### config.mk
export PLATFORM = sky130hd
export DESIGN_NAME = exm_stage
export DESIGN_NICKNAME = d
export VERILOG_FILES = /design/src/rtl/exm_stage.sv
export SDC_FILE = /design/constraint.sdc
export NUM_CORES = 1
export LEC_CHECK = 0
export BUFFER_PORTS_ARGS = -buffer_cell sky130_fd_sc_hd__clkbuf_2
export CORE_MARGIN = 3
export CORE_UTILIZATION = 55
export DETAILED_ROUTE_END_ITERATION = 7
export PLACE_DENSITY = 0.81
export SLEW_MARGIN = 15
export SYNTH_ARGS = -nofsm -noshare
export SYNTH_HDL_FRONTEND = slang
export SYNTH_SLANG_ARGS = --single-unit
export TNS_END_PERCENT = 5
### constraint.sdc
create_clock -name clk -period 2.4 [get_ports clk]
set_input_delay 0.48 -clock clk [delete_from_list [all_inputs] [get_ports clk]]
set_output_delay 0.48 -clock clk [all_outputs]
set_load 0.005 [all_outputs]
### src/rtl/exm_stage.sv
// -----------------------------------------------------------------------------
// exm_stage -- EX/MEM pipeline register built as a 2-entry elastic buffer.
//
// The buffer has two registers:
//   OUT  : drives every M-side output.
//   SKID : catches one extra entry when MEM stalls while EX is still sending.
// ready_out is decoded from registered state only. It therefore has no
// combinational path from ready_in.
//
// Ports
//   clk        : clock, all state updates on posedge
//   rst        : synchronous active-low reset
//   flush      : discard all held entries and any simultaneous accept
//   valid_in   : EX-side entry valid
//   ready_out  : stage can accept an entry this cycle
//   ILoadE, WBSelE, RegWEnE, MemRWE         : EX-side control fields
//   ALUOutE, RS2E, PCPlus4E, RdE            : EX-side data fields
//   valid_out  : MEM-side entry valid
//   ready_in   : MEM stage consumes the OUT entry this cycle
//   ILoadM, WBSelM, RegWEnM, MemRWM,
//   ALUOutM, RS2M, PCPlus4M, RdM            : registered MEM-side fields
// -----------------------------------------------------------------------------
module exm_stage #(
   parameter int WIDTH = 5,
   parameter int XLEN  = 32
) (
   input  logic             clk,
   input  logic             rst,
   input  logic             flush,
   input  logic             valid_in,
   output logic             ready_out,
   input  logic [2:0]       ILoadE,
   input  logic [1:0]       WBSelE,
   input  logic             RegWEnE,
   input  logic             MemRWE,
   input  logic [XLEN-1:0]  ALUOutE,
   input  logic [XLEN-1:0]  RS2E,
   input  logic [XLEN-1:0]  PCPlus4E,
   input  logic [WIDTH-1:0] RdE,
   output logic             valid_out,
   input  logic             ready_in,
   output logic [2:0]       ILoadM,
   output logic [1:0]       WBSelM,
   output logic             RegWEnM,
   output logic             MemRWM,
   output logic [XLEN-1:0]  ALUOutM,
   output logic [XLEN-1:0]  RS2M,
   output logic [XLEN-1:0]  PCPlus4M,
   output logic [WIDTH-1:0] RdM
);

   // Entry layout, LSB first: Rd | PCPlus4 | RS2 | ALUOut | MemRW | RegWEn | WBSel | ILoad
   localparam int ENTRY_W = 7 + 3*XLEN + WIDTH;
   localparam int PC_LSB  = WIDTH;
   localparam int RS2_LSB = WIDTH + XLEN;
   localparam int ALU_LSB = WIDTH + 2*XLEN;
   localparam int MRW_BIT = WIDTH + 3*XLEN;
   localparam int RWE_BIT = WIDTH + 3*XLEN + 1;
   localparam int WBS_LSB = WIDTH + 3*XLEN + 2;
   localparam int ILD_LSB = WIDTH + 3*XLEN + 4;

   typedef enum logic [1:0] {
      EMPTY = 2'd0,
      ONE   = 2'd1,
      FULL  = 2'd2
   } state_t;

   state_t               state_r;
   logic [ENTRY_W-1:0]   out_r;
   logic [ENTRY_W-1:0]   skid_r;
   logic                 valid_out_r;
   logic                 ready_out_r;
   logic [ENTRY_W-1:0]   entry_in_s;
   logic                 accept_s;
   logic                 drain_s;

   // Clear the two side-effecting enables of an entry. A bubble in OUT must
   // never write the register file or memory. The other fields are left unchanged.
   function automatic logic [ENTRY_W-1:0] kill_writes(input logic [ENTRY_W-1:0] e);
      logic [ENTRY_W-1:0] r;
      r          = e;
      r[RWE_BIT] = 1'b0;
      r[MRW_BIT] = 1'b0;
      return r;
   endfunction

   // Pack the incoming EX fields into one entry so that they always move together.
   always_comb begin
      entry_in_s = {ILoadE, WBSelE, RegWEnE, MemRWE, ALUOutE, RS2E, PCPlus4E, RdE};
   end

   // Handshake decode. Both terms come from registered flags only.
   always_comb begin
      accept_s = valid_in & ready_out_r;
      drain_s  = valid_out_r & ready_in;
   end

   // Buffer control and storage. The valid and ready flags are registered next to the state.
   always_ff @(posedge clk) begin
      if (!rst) begin
         state_r     <= EMPTY;
         out_r       <= {ENTRY_W{1'b0}};
         skid_r      <= {ENTRY_W{1'b0}};
         valid_out_r <= 1'b0;
         ready_out_r <= 1'b1;
      end else if (flush) begin
         state_r     <= EMPTY;
         out_r       <= kill_writes(out_r);
         valid_out_r <= 1'b0;
         ready_out_r <= 1'b1;
      end else begin
         case (state_r)
            EMPTY: begin
               if (accept_s) begin
                  out_r       <= entry_in_s;
                  state_r     <= ONE;
                  valid_out_r <= 1'b1;
                  ready_out_r <= 1'b1;
               end else begin
                  state_r     <= EMPTY;
               end
            end
            ONE: begin
               if (accept_s && drain_s) begin
                  out_r       <= entry_in_s;
               end else if (accept_s) begin
                  skid_r      <= entry_in_s;
                  state_r     <= FULL;
                  ready_out_r <= 1'b0;
               end else if (drain_s) begin
                  out_r       <= kill_writes(out_r);
                  state_r     <= EMPTY;
                  valid_out_r <= 1'b0;
               end else begin
                  state_r     <= ONE;
               end
            end
            FULL: begin
               // ready_out is 0 here, so no accept can coincide with the drain.
               if (drain_s) begin
                  out_r       <= skid_r;
                  state_r     <= ONE;
                  ready_out_r <= 1'b1;
               end else begin
                  state_r     <= FULL;
               end
            end
            default: begin
               state_r     <= EMPTY;
               out_r       <= kill_writes(out_r);
               valid_out_r <= 1'b0;
               ready_out_r <= 1'b1;
            end
         endcase
      end
   end

   assign valid_out = valid_out_r;
   assign ready_out = ready_out_r;
   assign ILoadM    = out_r[ILD_LSB +: 3];
   assign WBSelM    = out_r[WBS_LSB +: 2];
   assign RegWEnM   = out_r[RWE_BIT];
   assign MemRWM    = out_r[MRW_BIT];
   assign ALUOutM   = out_r[ALU_LSB +: XLEN];
   assign RS2M      = out_r[RS2_LSB +: XLEN];
   assign PCPlus4M  = out_r[PC_LSB +: XLEN];
   assign RdM       = out_r[WIDTH-1:0];

endmodule
**Word-level counts from Yosys, hierarchy flattened**

Cells that the tools add are included.

- Equal/unequal tests: 11
- Muxes and demuxes: 21
- Bitwise gates (word level): 6
- Reductions and logical operators: 9

Operators with widths:

| cell | count |
|---|---|
| $mux W108 | 3 |
| $pmux W108 S3 | 1 |
| $mux W103 | 2 |
| $ne A2 B2 Y1 const B | 7 |
| $reduce_and A4 Y1 | 3 |
| $reduce_and A5 Y1 | 2 |
| $mux W1 | 9 |
| $mux W2 | 3 |
| $ne A3 B3 Y1 const B | 2 |
| $pmux W1 S3 | 2 |
| $pmux W2 S3 | 1 |
| $not A1 Y1 | 4 |
| $reduce_bool A3 Y1 | 1 |
| $and A1 B1 Y1 | 2 |
| $eq A2 B1 Y1 const B | 1 |
| $eq A2 B2 Y1 const B | 1 |
| $logic_not A2 Y1 | 1 |
| $reduce_or A2 Y1 | 1 |
| $logic_and A1 B1 Y1 | 1 |

- Register bits after elaboration: 220
- Bits of input ports: 113
- Output and inout bits: 110
- Logic and storage cells: 53

**Logic depth before layout (Yosys ltp)**

Gate-level depths: netlist of run 1.

- Depth in word-level cells: 5
- Depth in mapped cells: 8
- Mapped depth without buffers: 4

**Worst setup path after synthesis of run 1**

OpenSTA, ideal clock, no wires.

- Kind: input to register
- Start: in ready_in
- End: reg skid_r[103]
- Setup time: 116 ps
- Arrival: 1,593 ps
- Data required time: 2,284 ps
- Setup slack: 691 ps
- Stages: 7
- Buffers on the path: 3
- Path through: a21bo_2 > or3_1 > buf_2 > buf_2 > buf_2 > nand2_1 > a21boi_1

- Cells in the longest elaborated chain, start to end: 4

Ends and longest elaborated chain:

| element | RTL line | source |
|---|---|---|
| start, declared | 41 | `input logic ready_in,` |
| $and A1 B1 Y1 | 95 | `drain_s = valid_out_r & ready_in;` |
| $logic_and A1 B1 Y1 | 124 | `if (accept_s && drain_s) begin` |
| $not A1 Y1 (no line) | - |  |
| $reduce_and A4 Y1 (no line) | - |  |
| end signal, assigned | 103 | `skid_r <= {ENTRY_W{1'b0}};` |
| end signal, assigned | 127 | `skid_r <= entry_in_s;` |
| end, declared | 70 | `logic [ENTRY_W-1:0] skid_r;` |

Every way passes these cells.
A chain may end at the register's enable or synchronous reset.

**Final worst setup path of run 1**

- Start: reg ready_out_r, in the netlist ready_out
- End: reg out_r[92]

- Cells in the longest elaborated chain, start to end: 4
- Elaborated cells between the ends (all ways): 7
- Classes of those cells: eq/ne (2); mux (2); bitwise (1); reduce/logical (2)

Ends and longest elaborated chain:

| element | RTL line | source |
|---|---|---|
| start, declared | 72 | `logic ready_out_r;` |
| start signal, assigned | 105 | `ready_out_r <= 1'b1;` |
| start signal, assigned | 110 | `ready_out_r <= 1'b1;` |
| start signal, assigned | 118 | `ready_out_r <= 1'b1;` |
| $and A1 B1 Y1 (*) | 94 | `accept_s = valid_in & ready_out_r;` |
| $logic_and A1 B1 Y1 | 124 |  |
| $ne A2 B2 Y1 (no line) or $mux W108 (tied branches) | - |  |
| $reduce_and A5 Y1 (no line) or $pmux W108 S3 (tied branches) | - |  |
| end signal, assigned | 102 | `out_r <= {ENTRY_W{1'b0}};` |
| end signal, assigned | 125 | `out_r <= entry_in_s;` |
| end signal, assigned | 131 | `out_r <= kill_writes(out_r);` |
| end, declared | 69 | `logic [ENTRY_W-1:0] out_r;` |

Every way passes the cells marked *; elsewhere a longest branch is shown, timed or not. The select of a mux whose other input is x is not followed.

==> results of run 1 <==
cells in the mapped netlist, drive strengths merged (2+ instances only):
library cell  instances
nand2b                3
a21oi                 6
nand3                 2
nor2                  2
buf                  52
clkbuf               56
nor3                  2
a21boi              108
mux2i               106
or3                   2
inv                 107
o221ai              106
a22oi                 2
nand3b                2
nand2               221
o211a               106
dfxtp               220
metal layers:
layer	routed length, µm	up-vias	GRT usage, %
li1	-	4277	-
met1	10700	4073	29.9
met2	11900	223	40.3
met3	1420	37	4.29
met4	466	0	6.45
met5	0	-	0
report_power, final:
group | leakage (µW) | switching [µW] | internal, µW
logic | 0.00371 | 484 | 429
clock network | 0.000343 | 1390 | 1880
registers | 0.00179 | 101 | 3820
layout by cell type, fill, tap and decap left out, types with 2 or more instances in the layout:
cell and n:
buf_12 11, o211a_1 106, nand3_1 2, clkbuf_1 6
nand2_1 221, nand2b_1 3, a21boi_0 88, buf_4 4
dfxtp_4 2, clkbuf_8 4, clkbuf_2 221, o221ai_1 106
a21boi_1 20, dfxtp_1 218, a21oi_1 6, a22oi_1 2
or3_4 2, inv_1 107, mux2i_1 106, clkinv_2 5
nor2_1 2, clkbuf_16 23
worst max-delay path by stage:
stage                          from           to  slack (ns)  depth (start not counted)
final                     ready_out    out_r[92]        0.37                          5
after global routing      valid_out     out_r[4]        0.23                          5
after CTS                 ready_out    out_r[27]        0.41                          5
after detailed placement   valid_in    out_r[27]        0.25                          6
after global placement     valid_in    out_r[98]        0.32                          6
after floorplan            ready_in  skid_r[103]        0.69                          7
worst max-delay path: stages (launching register included):
cell and delay (ns):
dfxtp_1 0.47, nand3b_4 0.15, a221oi_4 0.40, buf_12 0.41, o221ai_1 0.23, o211a_1 0.17
cell families (layout without fill, tap and decap cells):
kind of cell / Yosys count / count (layout) / share of synthesized area (%)
xor gates and xnor gates: 1 / 1 / 0.0853
muxes: 107 / 107 / 10.4
buffers and inverters: 215 / 383 / 8.98
AOI/OAI and AO/OA: 335 / 335 / 28.4
and+or+nand+nor: 237 / 237 / 9.24
DFF: 220 / 220 / 42.9
state kept, by name, summed over array words and instances (netlist names):
signal and count:
valid_out 1, out_r 108, ready_out 1, state_r 2, skid_r 108
final cells by class:
cell class | instances | area (µm²)
Sequential cell | 220 | 4410
Tap cell | 229 | 287
Clock inverter | 6 | 33.8
Multi-Input combinational cell | 680 | 4960
Fill cell | 1450 | 6030
Timing Repair Buffer | 237 | 1370
Inverter | 107 | 402
Clock buffer | 33 | 653
stage by stage:
stage	hold WS, ns	setup slack, ns	instances
after global routing	0.217	0.235	1512
after floorplan	0.435	0.691	1115
after detailed placement	0.445	0.255	1473
after CTS	0.193	0.407	1512
after global placement	0.439	0.322	1473
final	0.213	0.374	1512
==> results.cfg, run 1 <==
[synth]
synth_area_leaders = dfxtp_1 43%, mux2i_1 10%, o211a_1 10%, o221ai_1 9.0%, nand2_1 8.1%
ys_warn_count = 0
yosys.area.top_type = dfxtp_1
synth_async_sr_flop_share_pct = 0
syn_inst = 1115
synth.distinct_cells = 35
synth_area_per_cell_um2 = 9.21
ys_seq_area_share_pct = 42.9
synth_edf_count = 0
syn_nets = 1228
synth_area_um2 = 10300
ys.flop_type = dfxtp_1
synth_top_area_share_pct = 42.9
synth-seq-cells = 220

[power_and_ir_drop]
design_power_total_uw = 8100
powerDensity_nw_per_um2 = 669
peakVddDrop_mv = 0.505
leakage_uw = 0.00585

[layout]
finalNetCount = 1382
utilization_pct = 66.8
stdcell_area_um2 = 12100
syn2layout_area_growth_pct = 18.0
drive_above_1_share_pct = 21.7
n_antenna_cell = 0

[setup_path]
r2r_setup_slack_ns = 0.37
r2r_end = out_r[92]
crit_arrival_ns = 2.42
worst_setup_path_start_kind = flip-flop
r2r_cells = 5
r2r-start = ready_out
path_class = flip-flop to flip-flop
worstPathRequired_ns = 2.80
path_max_fanout = 118
crit_path_end_kind = flip-flop

[clock_tree]
post_cts_buffers = 0
worstSkewPairLatency_ns = 0.50
cts.sinks = 220
numCtsBuffers = 23
clkTransAtPathRegs_ns = 0.06
ctsResizeCount = 0
cts_buffer_depth = 3
cts_root_buf = clkbuf_16
cts_max_level = 1
ctsHoldBuffers = 0
cts_tree = done

[die]
pin_count = 223
num_rows = 49
dieArea_um2 = 20300
die_h_um = 143
initial_core_util_pct = 56.6
core-area_um2 = 18100
die_w_um = 143

[sta]
fin_crit_ns = 2.03
skew_ns = 0.00985
max_slew_margin_pct = 55.9
finalCritPeriodShare_pct = 84.4
setup_viol_count_final = 0
fmax_mhz = 494
rsz0062_at_grt = no
tns_ns = 0
drv_slew = 0
hold_viol_final = 0
tightest_slew_ns = 0.661

[detailed_routing]
vias = 8610
drt-vias-per-instance = 5.69
firstDrtPassIters = 5
final_antenna_net_count = 0
wl_mm = 24.5
wl_per_cell_um = 16.2
route.detailed.drc = 0
drt_iter0_markers = 420

[place]
routabilityCongestion = 0.791
dpl.hpwl_mm = 15.0
placed_cell_area_um2 = 11400
io_buffers = 222

[global_route]
grt_max_degree = 119
antenna_found_initial = 0
grt_overflow = 0
grt_use_total_pct = 23.3
grt_pass1_wl_mm = 39.9
grt_pass1_vias = 8079

[worst_hold_path]
hold_class = primary input to flip-flop
hold_end = skid_r[101]
min_from = MemRWE
hold_depth = 3

[outcome]
run_status = finished clean

[job]
maxCapViolCount = 0
(Power assumes the default switching activity.)
==> run 2: changes to the inputs <==
--- a/config.mk
+++ b/config.mk
@@ -7,9 +7,9 @@
 export LEC_CHECK = 0
 export BUFFER_PORTS_ARGS = -buffer_cell sky130_fd_sc_hd__clkbuf_2
 export CORE_MARGIN = 3
-export CORE_UTILIZATION = 55
+export CORE_UTILIZATION = 49
 export DETAILED_ROUTE_END_ITERATION = 7
-export PLACE_DENSITY = 0.81
+export PLACE_DENSITY = 0.76
 export SLEW_MARGIN = 15
 export SYNTH_ARGS = -nofsm -noshare
 export SYNTH_HDL_FRONTEND = slang
==> constraint.sdc (replaced) <==
create_clock -name clk -period 1.8 [get_ports clk]
set_input_delay 0.36 -clock clk [delete_from_list [all_inputs] [get_ports clk]]
set_output_delay 0.36 -clock clk [all_outputs]
set_load 0.005 [all_outputs]
==> run 2 against run 1 <==
- critical path depth rose by 2
- clock skew fell by 0.0044 ns
- first-iteration DRC count fell by 6.7%
- setup slack got worse by 0.34 ns
- routed wire length rose by 8.0%
- non-clock buffer count rose by 24
- sequential share of layout area fell by 1.6 points
- worst hold slack got worse by 0.11 ns
- design area rose by 4.7%
- via count rose by 2.3%
- combinational power rose by 48%
- highest routed layer unchanged
==> results.cfg, run 2 (synthesis gave the netlist of run 1 again) <==
[setup_path]
crit_chain = xor2_1 -> a221oi_4 -> buf_4 -> clkbuf_16 -> buf_12 -> o221ai_1 -> o211a_1
crit_arrival_ns = 2.16
path_delay_family = compound AO/OA/AOI/OAI gates
path_max_fanout = 22
crit_buf_inv = 3
worstPathRequired_ns = 2.20
worst_setup_path_start_kind = flip-flop
crit_path_max_incr_delay_ns = 0.38
crit_path_end_kind = flip-flop
path_class = flip-flop to flip-flop
slowest_stage = dfxtp_4

[layout]
n_fill_cell = 1665
drive_above_1_share_pct = 24.0
mostFrequentLayoutCells = 221 x nand2_1, 221 x clkbuf_2, 216 x dfxtp_1
stdcell_area_um2 = 12700
syn2layout_area_growth_pct = 23.6
reg.largest.list = out_r (108), skid_r (108), state_r (2)
finalNetCount = 1407

[sta]
setup_viol_count_final = 0
fin_hold_ws_ns = 0.0992
tightest_slew_ns = 0.642
drv_slew = 0
rsz0062_at_grt = yes
max_slew_margin_pct = 57.2
final.setup.worst_slack_ns = 0.0321
tns_ns = 0
skew_ns = 0.00541
finalCritPeriodShare_pct = 98.2
hold_viol_final = 0
fin_crit_ns = 1.77
fmax_mhz = 566

[detailed_routing]
route.detailed.drc = 0
drt-vias-per-instance = 5.58
final_antenna_net_count = 0
firstDrtPassIters = 5
drt_iter0_markers = 392
vias = 8806
wl_mm = 26.5
wl_per_cell_um = 16.8

[clock_tree]
ctsHoldBuffers = 0
numCtsBuffers = 24
cts_tree = done
clkTransAtPathRegs_ns = 0.06
cts_buffer_depth = 3
cts_root_buf = clkbuf_16
cts_max_level = 1
cts.sinks = 220
worstSkewPairLatency_ns = 0.50

[power_and_ir_drop]
power.share.clock_pct = 43.1
peakVddDrop_mv = 0.718
swShare_pct = 23.6
powerDensity_nw_per_um2 = 912
internal_power_uw = 8840
pwr-share-comb_pct = 11.7
leakage_uw = 0.00608
p_sw_uw = 2730
power_frac_seq_pct = 45.2
design_power_total_uw = 11600

[die]
dieArea_um2 = 22700
die_w_um = 151
core-area_um2 = 20400
die_h_um = 151
num_rows = 52
initial_core_util_pct = 50.3
pin_count = 223

[global_route]
grt_pass1_wl_mm = 41.6
grt_pass1_vias = 8375
antenna_found_initial = 1
grt_use_total_pct = 22.2
grt_overflow = 0
grt_max_degree = 78

[place]
pre_cts_slack_ns = -0.0190
io_buffers = 222
dpl.hpwl_mm = 16.3
routabilityCongestion = 0.758
placed_cell_area_um2 = 11800

[worst_hold_path]
hold_class = primary input to flip-flop

[job]
maxCapViolCount = 0

[outcome]
run_status = finished clean
[run 2: changes by cell type in the layout (fill, tap and decap cells not counted), moves of 2 or more]
cell,before,now
buf_12,11,22
buf_4,4,14
o221ai_1,106,100
o221ai_2,0,6
clkbuf_16,23,27
clkbuf_8,4,7
clkinv_2,5,2
bufinv_16,0,2
clkbuf_1,6,4
dfxtp_1,218,216
dfxtp_2,0,2
[run 2: power groups by stage]
stage | clock network [µW] | registers [µW] | logic, µW
final | 4990 | 5230 | 1350
after global routing | 5320 | 5250 | 1500
after CTS | 5100 | 5230 | 1330
after detailed placement | 0 | 5330 | 1320
after global placement | 0 | 5330 | 1290
after floorplan | 0 | 5320 | 708
[run 2: layout make-up]
class | count | area (µm²) | share of cell area (%)
multi-input cells | 680 | 5000 | 39.4
well taps | 270 | 338 | 2.66
inverters | 107 | 402 | 3.17
flip-flops and latches | 220 | 4410 | 34.8
diodes | 1 | 2.50 | 0.0197
clock buffers | 36 | 737 | 5.81
clock inverters | 4 | 70.1 | 0.552
repair buffers | 261 | 1720 | 13.6
[run 2: metrics by stage]
| step | utilization, % | cells |
|---|---|---|
| 6_report | 62.1 | 1579 |
| 5_1_grt | 62.1 | 1579 |
| 4_1_cts | 61.5 | 1573 |
| 3_5_place_dp | 57.6 | 1533 |
| 3_3_place_gp | 57.6 | 1533 |
| 2_1_floorplan | - | 1115 |
[run 2: final timing paths]
check | start | end | slack, ns | depth (start not counted)
max | state_r[1] | out_r[2] | 0.03 | 7
min | MemRWE | skid_r[101] | 0.1 | 3
max reg2reg | state_r[1] | out_r[2] | 0.03 | 7
min reg2reg | skid_r[100] | skid_r[100] | 0.45 | 2
[run 2: timing repair]
action                                  4_1_cts  5_1_grt
endpoints found under the setup margin        0       80
resized for setup                             0        9
buffers inserted                              0        3
[run 2: layer usage]
layer	global-route usage, %	vias up	share of wire (%)
met3	5.33	38	7.5
met5	0	-	0
met2	36.8	263	48
li1	-	4324	-
met4	6.71	0	2.2
met1	28.5	4181	43
[run 2: worst reg2reg max path, delay by kind of cell, from the launching register on]
family	cells	cell delay [ns]
buffers and inverters	3	0.48
xor gates and xnor gates	1	0.22
DFF	1	0.38
AOI/OAI and AO/OA	3	0.59
==> run 3: changes to the inputs <==
--- a/config.mk
+++ b/config.mk
@@ -9,7 +9,7 @@
 export CORE_MARGIN = 3
 export CORE_UTILIZATION = 49
 export DETAILED_ROUTE_END_ITERATION = 7
-export PLACE_DENSITY = 0.76
+export PLACE_DENSITY = 0.84
 export SLEW_MARGIN = 15
 export SYNTH_ARGS = -nofsm -noshare
 export SYNTH_HDL_FRONTEND = slang
==> run 3 against run 2 <==
- total power is 1.9% lower
- cell count shrank 0.38%
- critical path depth fell by 1
- sequential power is essentially flat
- fmax is 0.81% lower
- design area down 1.4%
- first-iteration DRC count up 40%
- core utilization shrank 0.88 points
- clock power shrank 3%
- flip-flop and latch count unchanged
- setup slack worse by 0.014 ns
- worst hold slack lost 0.0038 ns
- highest routed layer is now met5
==> results.cfg, run 3 (synthesis gave the netlist of run 1 again) <==
[setup_path]
crit_chain = nand3b_4 -> a221oi_4 -> buf_6 -> buf_12 -> o221ai_1 -> o211a_1
crit_path_max_incr_delay_ns = 0.38
slowest_stage = dfxtp_4
path_max_fanout = 26
crit_path_end_kind = flip-flop
worst_setup_path_start_kind = flip-flop
crit_buf_inv = 2
r2r_end = out_r[12]
r2r_cells = 6
crit_arrival_ns = 2.16
path_class = flip-flop to flip-flop
path_delay_family = compound AO/OA/AOI/OAI gates
r2r-start = state_r[1]
worstPathRequired_ns = 2.18
r2r_setup_slack_ns = 0.02
critical_path.startpoint = state_r[1]

[detailed_routing]
wl_mm = 26.3
vias = 8895
firstDrtPassIters = 5
route.detailed.drc = 0
wl_per_cell_um = 16.7
drt_iter0_markers = 550
final_antenna_net_count = 0
drt-vias-per-instance = 5.65

[power_and_ir_drop]
internal_power_uw = 8620
power.share.clock_pct = 42.4
p_sw_uw = 2730
powerDensity_nw_per_um2 = 908
leakage_uw = 0.00598
swShare_pct = 24.1
peakVddDrop_mv = 0.665
power_frac_seq_pct = 46.0
pwr-share-comb_pct = 11.5

[clock_tree]
worstSkewPairLatency_ns = 0.50
clkTransAtPathRegs_ns = 0.06
cts_root_buf = clkbuf_16
cts.sinks = 220
numCtsBuffers = 24
cts_tree = done
cts_buffer_depth = 3
cts_max_level = 1

[die]
num_rows = 52
initial_core_util_pct = 50.3
die_h_um = 151
core-area_um2 = 20400
die_w_um = 151
pin_count = 223
dieArea_um2 = 22700

[sta]
tns_ns = 0
fin_hold_ws_ns = 0.0954
fmax_mhz = 561
max_slew_margin_pct = 47.9
finalCritPeriodShare_pct = 99.0
tightest_slew_ns = 0.782
skew_ns = 0.0164
setup_viol_count_final = 0
hold_viol_final = 0
fin_crit_ns = 1.78
drv_slew = 0
rsz0062_at_grt = yes

[place]
io_buffers = 222
dpl.hpwl_mm = 16.1
placed_cell_area_um2 = 11700
routabilityCongestion = 0.803
place_inst = 1526

[layout]
stdcell_area_um2 = 12500
reg.largest.list = out_r (108), skid_r (108), state_r (2)
finalNetCount = 1396
final-instance-count-excl-fill = 1573
mostFrequentLayoutCells = 221 x nand2_1, 221 x clkbuf_2, 216 x dfxtp_1
syn2layout_area_growth_pct = 21.8
drive_above_1_share_pct = 23.0
utilization_pct = 61.2

[global_route]
grt_use_total_pct = 21.8
grt_pass1_vias = 8306
grt_overflow = 0
grt_pass1_wl_mm = 41.3
grt_max_degree = 76
antenna_found_initial = 4

[worst_hold_path]
min_from = RegWEnE
hold_depth = 3
hold_class = primary input to flip-flop
hold_end = skid_r[102]

[outcome]
run_status = finished clean

[job]
maxCapViolCount = 0
[run 3: changes by cell type in the layout (fill, tap and decap cells not counted), sizes merged]
cell      before  now
bufinv         2    1
clkinvlp       0    2
diode          1    2
clkbuf       259  260
buf           38   27
clkinv         2    4
[run 3: final cells by class]
class / instances / area, µm²
Antenna cell: 2 / 5.00
Clock buffer: 37 / 721
Clock inverter: 7 / 65.1
Fill cell: 1669 / 7920
Inverter: 107 / 402
Multi-Input combinational cell: 680 / 4970
Sequential cell: 220 / 4410
Tap cell: 270 / 338
Timing Repair Buffer: 250 / 1600
[run 3: per-layer routing]
layer	global-route usage [%]	up-vias	share of wire (%)
met5	0	-	0.10
met4	6.57	4	3.0
met3	4.73	60	6.8
met2	37.4	300	48
met1	27.4	4226	42
li1	-	4305	-
[run 3: through the flow]
stage | total power, µW | setup slack, ns
2_1_floorplan | 6030 | 0.112
3_3_place_gp | 6580 | 0.0152
3_5_place_dp | 6620 | -0.0275
4_1_cts | 11400 | -0.00995
5_1_grt | 11800 | -0.0415
6_report | 11400 | 0.0177
[run 3: timing repair]
item                                    CTS  global route
gates cloned                              0             1
pin swaps                                 0             4
hold buffers                              0             0
endpoints found under the setup margin    7            90
setup buffers                             0             0
resized for setup                         1             6
[run 3: tightest hold or removal path, delay by kind of cell]
kind	cells	cell delay (ns)
buffers and inverters	1	0.09
AO/OA/AOI/OAI	1	0.05
AND/OR/NAND/NOR	1	0.05
[run 3: worst max path at each step]
| stage | end | slack (ns) | depth (start not counted) |
|---|---|---|---|
| floorplan | skid_r[103] | 0.11 | 8 |
| global placement | out_r[87] | 0.02 | 7 |
| detailed placement | out_r[62] | -0.03 | 7 |
| CTS | out_r[8] | -0.01 | 6 |
| global route | out_r[12] | -0.04 | 6 |
| finish | out_r[12] | 0.02 | 6 |
[run 3: power groups by stage]
stage / clock network [µW] / registers [µW] / logic, µW
after floorplan: 0 / 5320 / 708
after global placement: 0 / 5320 / 1250
after detailed placement: 0 / 5330 / 1280
after CTS: 4930 / 5230 / 1300
after global routing: 5130 / 5250 / 1440
final: 4820 / 5230 / 1310
